--- src/rtl/shreg_capture_ctrl.sv ---
// ---------------------------------------------------------------------------
// shreg_capture_ctrl
// Capture sequencer for the multi-lane sample shift register (shreg).
// Keeps shreg shifting, arms on request, waits until a full pre-trigger
// window has been shifted in, then detects a trigger. The trigger is either
// an external pulse or a signed level threshold crossed on any incoming
// lane. After a programmable post-trigger interval it freezes shreg and
// streams the frozen window out, oldest word first, over valid/ready.
//
// Ports:
//   CLK, RST        clock, asynchronous active-low reset
//   arm             one-cycle start request (only honoured in IDLE)
//   abort           return to IDLE from any state, highest priority
//   ext_trig        external trigger pulse
//   thr_en          enables the level trigger
//   threshold       signed trigger level (any lane >= threshold)
//   post_cycles     clocks to keep shifting after the trigger cycle
//   din             lane samples entering shreg (lane i at bits i*DWIDTH)
//   dout            shreg contents, word 0 newest, word BUFLEN-1 oldest
//   shift_en        shift enable to shreg
//   out_data        readout word (mux of dout by read count)
//   out_valid       out_data valid
//   out_ready       downstream accepts word
//   out_last        final word of the window
//   busy            sequencer not idle
//   trig_lane       lowest lane that met the threshold (0 for ext_trig)
//   done            one-cycle pulse after the final accepted word
// ---------------------------------------------------------------------------
module shreg_capture_ctrl #(
  parameter int DWIDTH = 14,
  parameter int UNR    = 4,
  parameter int BUFLEN = 40,
  parameter int PWIDTH = 8,
  localparam int TLW   = (UNR > 1) ? $clog2(UNR) : 1
) (
  input  logic                       CLK,
  input  logic                       RST,
  input  logic                       arm,
  input  logic                       abort,
  input  logic                       ext_trig,
  input  logic                       thr_en,
  input  logic signed [DWIDTH-1:0]   threshold,
  input  logic [PWIDTH-1:0]          post_cycles,
  input  logic [UNR*DWIDTH-1:0]      din,
  input  logic [BUFLEN*DWIDTH-1:0]   dout,
  output logic                       shift_en,
  output logic [DWIDTH-1:0]          out_data,
  output logic                       out_valid,
  input  logic                       out_ready,
  output logic                       out_last,
  output logic                       busy,
  output logic [TLW-1:0]             trig_lane,
  output logic                       done
);

  localparam int FILL_MAX = BUFLEN / UNR;
  localparam int FILL_W   = $clog2(FILL_MAX + 1);
  localparam int RD_W     = (BUFLEN > 1) ? $clog2(BUFLEN) : 1;

  typedef enum logic [1:0] {IDLE, ARMED, POST, READ} state_t;

  state_t              state_r;
  logic [FILL_W-1:0]   fill_r;
  logic [PWIDTH-1:0]   post_r;
  logic [RD_W-1:0]     rd_cnt_r;
  logic                shift_en_r;
  logic                out_valid_r;
  logic                out_last_r;
  logic                done_r;
  logic [TLW-1:0]      trig_lane_r;

  logic [UNR-1:0]      lane_ge_s;
  logic [TLW-1:0]      hit_lane_s;
  logic                trig_s;
  int                  rd_idx_s;
  logic [DWIDTH-1:0]   rd_word_s;

  // Level compare per lane; scanning downward leaves the lowest hit lane.
  always_comb begin
    lane_ge_s  = '0;
    hit_lane_s = '0;
    for (int i = UNR - 1; i >= 0; i--) begin
      lane_ge_s[i] = $signed(din[i*DWIDTH +: DWIDTH]) >= threshold;
      hit_lane_s   = lane_ge_s[i] ? TLW'(i) : hit_lane_s;
    end
    trig_s = ext_trig | (thr_en & (|lane_ge_s));
  end

  // Readout mux: oldest word first, forced to zero when nothing is offered.
  always_comb begin
    rd_idx_s  = BUFLEN - 1 - int'(rd_cnt_r);
    rd_word_s = dout[rd_idx_s*DWIDTH +: DWIDTH];
    if (out_valid_r) begin
      out_data = rd_word_s;
    end else begin
      out_data = '0;
    end
  end

  // Sequencer: state, counters and all registered outputs.
  always_ff @(posedge CLK or negedge RST) begin
    if (!RST) begin
      state_r     <= IDLE;
      fill_r      <= '0;
      post_r      <= '0;
      rd_cnt_r    <= '0;
      shift_en_r  <= 1'b1;
      out_valid_r <= 1'b0;
      out_last_r  <= 1'b0;
      done_r      <= 1'b0;
      trig_lane_r <= '0;
    end else begin
      done_r <= 1'b0;
      if (abort) begin
        state_r     <= IDLE;
        fill_r      <= '0;
        post_r      <= '0;
        rd_cnt_r    <= '0;
        shift_en_r  <= 1'b1;
        out_valid_r <= 1'b0;
        out_last_r  <= 1'b0;
        trig_lane_r <= '0;
      end else begin
        case (state_r)
          IDLE: begin
            fill_r <= '0;
            if (arm) begin
              // The arm edge already counts as the first fill beat.
              state_r <= ARMED;
              fill_r  <= FILL_W'(1);
            end
          end
          ARMED: begin
            if (fill_r == FILL_W'(FILL_MAX)) begin
              if (trig_s) begin
                trig_lane_r <= ext_trig ? TLW'(0) : hit_lane_s;
                if (post_cycles == PWIDTH'(0)) begin
                  state_r     <= READ;
                  shift_en_r  <= 1'b0;
                  out_valid_r <= 1'b1;
                  out_last_r  <= (BUFLEN == 1);
                  rd_cnt_r    <= '0;
                end else begin
                  state_r <= POST;
                  post_r  <= post_cycles;
                end
              end
            end else begin
              fill_r <= fill_r + FILL_W'(1);
            end
          end
          POST: begin
            // Leaving at count 1 makes the last shift land on edge t+post_cycles.
            if (post_r == PWIDTH'(1)) begin
              state_r     <= READ;
              post_r      <= '0;
              shift_en_r  <= 1'b0;
              out_valid_r <= 1'b1;
              out_last_r  <= (BUFLEN == 1);
              rd_cnt_r    <= '0;
            end else begin
              post_r <= post_r - PWIDTH'(1);
            end
          end
          READ: begin
            if (out_ready) begin
              if (rd_cnt_r == RD_W'(BUFLEN - 1)) begin
                state_r     <= IDLE;
                rd_cnt_r    <= '0;
                shift_en_r  <= 1'b1;
                out_valid_r <= 1'b0;
                out_last_r  <= 1'b0;
                done_r      <= 1'b1;
              end else begin
                rd_cnt_r   <= rd_cnt_r + RD_W'(1);
                out_last_r <= (rd_cnt_r == RD_W'(BUFLEN - 2));
              end
            end
          end
          default: begin
            state_r    <= IDLE;
            shift_en_r <= 1'b1;
          end
        endcase
      end
    end
  end

  assign shift_en  = shift_en_r;
  assign out_valid = out_valid_r;
  assign out_last  = out_last_r;
  assign done      = done_r;
  assign trig_lane = trig_lane_r;
  assign busy      = (state_r != IDLE);

endmodule
--- config.mk ---
export PLATFORM = sky130hd
export DESIGN_NAME = shreg_capture_ctrl
export DESIGN_NICKNAME = d
export VERILOG_FILES = /design/src/rtl/shreg_capture_ctrl.sv
export SDC_FILE = /design/constraint.sdc
export NUM_CORES = 2
export LEC_CHECK = 0
export CORE_AREA = 4 4 259 261
export CTS_CLUSTER_SIZE = 24
export DETAILED_ROUTE_END_ITERATION = 7
export DIE_AREA = 0 0 263 265
export PLACE_DENSITY = 0.7
export SYNTH_ARGS = -nofsm -noshare
export SYNTH_HDL_FRONTEND = slang
export SYNTH_SLANG_ARGS = --single-unit
--- constraint.sdc ---
create_clock -name CLK -period 5.75 [get_ports CLK]
set_clock_uncertainty 0.15 [all_clocks]
set_input_delay 0.8625 -clock CLK [delete_from_list [all_inputs] [get_ports CLK]]
set_output_delay 0.8625 -clock CLK [all_outputs]
set_load 0.01 [all_outputs]
==> results.toml <==
[floorplanning]
fp.dieW_um = 263
ios = 666
dieHeight_um = 265
row_count = 93
initial_core_util = 0.399
core_um2 = 64500
die_area_um2 = 69700

[placed_design]
dp_hpwl_um = 122000
dp.cells = 4483
pre_cts_ws_ps = -380
port-buffer-count = 665
dpl_cell_area_um2 = 35700
place_congestion = 1.08

[synthesis]
syn-num-nets = 3540
synth-edff-count = 0
synth_area_um2 = 25700
ys_seq_elements = 26
ys_types = 90
synthCells = 2801
seq_area_frac_synth = 0.0253
ys_warn_count = 0
ys.flop_type = "dfrtp_1"
synth_top_area_cell = "mux4_2"
yosysMostFrequentCell = "mux4_2"
synthTopCellsByArea = "mux4_2 (34%), mux2i_1 (13%), nand2_1 (4.5%), ha_1 (4.4%), mux2_2 (3.7%)"
synthArstFlopShare = 1.00
synth_top_area_frac = 0.343
avgSynthCellArea_um2 = 9.19
synthTopCellsByCount = "mux4_2 (392), mux2i_1 (339), nand2_1 (308)"

[setup_path]
slowest_delay_ps = 810
slowest_stage = "fa_4"
critPathKind = "reg -> out"
crit_chain = "inv_2 -> ha_4 -> fa_1 -> inv_2 -> fa_4 -> buf_12 -> buf_4 -> mux2_4 -> nor2_2 -> a21oi_1 -> mux4_2 -> mux2_4 -> a2111o_1 -> o311ai_4 -> a211oi_2 -> buf_2"
critPathMaxFanout = 8
worstPathArrival_ps = 4850
cp-end-kind = "output pin"
cp-start-kind = "flip-flop"
cp_data_required_time_ps = 4740
reg2regPathDepth = 8

[route]
wl_met3_um = 19300
ant_nets = 0
wl_met2_um = 66000
drc = 0
vias_per_cell = 7.05
drt_iter0_markers = 5088
wl_per_cell_um = 32.8
wl_met1_um = 55400
drt_wl_total_um = 149000
dr_total_vias = 32000
top_layer_used = "met5"
drtPass1Iterations = 6

[finish]
finalInstanceArea_um2 = 37200
syn_to_final_growth_pct = 44.6
nFillCells = 5765
drive_gt1_frac = 0.310
final_nets = 4396
fin_cells = 4539

[flow_run]
drv_cap = 0

[sta]
fin_crit_sh = 1.02
hold_violations = 0
worst_hold_slack_ps = 346
setup_ws_ps = -112
slew-limit-headroom = 0.202
worst_pin_slew_ps = 1190
min_period_ps = 5860
rsz0062_at_grt = "yes"
max_freq_mhz = 171
setup_viol = 9
drv_slew = 0

[grt]
track_usage = 0.398
grt_max_degree = 160
grt_pass1_vias = 31000
gr-total-overflow = 0
antenna_found_initial = 32
grt_pass1_wl_um = 212000

[clocking]
clockRootBuffer = "clkbuf_16"
clock_sinks = 26
cts_tree = "done"
postCtsHoldBufs = 0
clk_latency_ps = 260
cts_buffers = 3
path_clk_slew_ps = 70
h-tree-depth = 1
clk_path_buf_depth = 2

[worst_hold_path]
min_path_cells = 1
hp-class = "reg -> reg"

[power_and_ir_drop]
vdd_drop_max_mv = 0.174
finalPower_mw = 12.5
p_leak_nw = 13.4
power_per_cell_area_nw_per_um2 = 336

[run_status]
run_status = "complete, but fails checks"
violations = "negative setup slack"
kinds of logic (layout without fill, tap and decap cells):
group / Yosys count / after routing / share of synthesized area
XOR/XNOR: 15 / 15 / 0.00540
AO/OA/AOI/OAI: 760 / 760 / 0.204
buffers and inverters: 350 / 1205 / 0.0738
flip-flops: 26 / 26 / 0.0253
AND/OR/NAND/NOR: 740 / 740 / 0.132
adder cells (fa/ha/maj): 94 / 94 / 0.0469
multiplexers: 816 / 816 / 0.512
other: 0 / 28 / 0
cell type report:
| class | count | area [um^2] | share of cell area |
|---|---|---|---|
| diodes | 28 | 70.1 | 0.00188 |
| clock buffers | 3 | 75.1 | 0.00202 |
| clock inverters | 1 | 30.0 | 0.000807 |
| inverters | 60 | 229 | 0.00615 |
| multi-input cells | 2425 | 24100 | 0.648 |
| flip-flops and latches | 26 | 657 | 0.0177 |
| well taps | 855 | 1070 | 0.0288 |
| repair buffers | 1141 | 11000 | 0.294 |
worst paths after layout:
check	endpoint	start	slack (ps)
max	out_data[11]	rd_cnt_r[1]	-110
min	trig_lane[1]	trig_lane[1]	350
max reg2reg	rd_cnt_r[2]	post_r[4]	2910
min reg2reg	trig_lane[1]	trig_lane[1]	350
max in group asynchronous	shift_en	RST	4320
min in group asynchronous	post_r[5]	RST	820
through the flow:
step | utilization | setup TNS (ps)
after floorplan | - | -1.37
after global placement | 0.554 | -2740
after detailed placement | 0.554 | -3400
after CTS | 0.567 | -415
after global routing | 0.577 | -1190
final | 0.577 | -642
power breakdown:
part           leakage (nW)  switching [mW]  internal (mW)
clock network        0.0513          0.0701          0.139
registers             0.341          0.0465          0.230
logic                  13.0            6.43           5.60
sequential cells by signal, indices dropped and copies added, names as in the netlist:
signal and cells:
post_r 8, rd_cnt_r 6, fill_r 4, state_r 2, trig_lane 2, done 1
out_last 1, out_valid 1, shift_en 1
critical path: cells and delay by family, from the launching register on:
kind	cells	cell delay (ps)
mux	3	1100
simple gates	1	80
compound gates	4	810
flops	1	390
fa+ha+maj	3	1540
buf+inv	5	620
placed cells by master (no fill, tap or decap), types with 56 or more instances in the layout:
cell             count
nand2_1            302
a21oi_1            139
nand3_1             80
mux4_2             392
ha_1                86
mux2i_1            332
clkdlybuf4s50_1    651
a22oi_1             56
o21ai_0             91
mux2_2              76
nor2_1             139
buf_4              410
metal layers:
metal	vias up	global-route usage
met5	-	0
met4	8	0.182
met3	515	0.105
met2	2734	0.610
met1	15500	0.529
li1	13200	-
repair_timing:
item	CTS	global route
cloned	5	2
resized for setup	174	102
hold endpoints to repair	0	0
setup endpoints to repair	14	14
pin swaps	39	48
setup buffers	15	13
No activity file was read; power rests on OpenSTA's default activity.
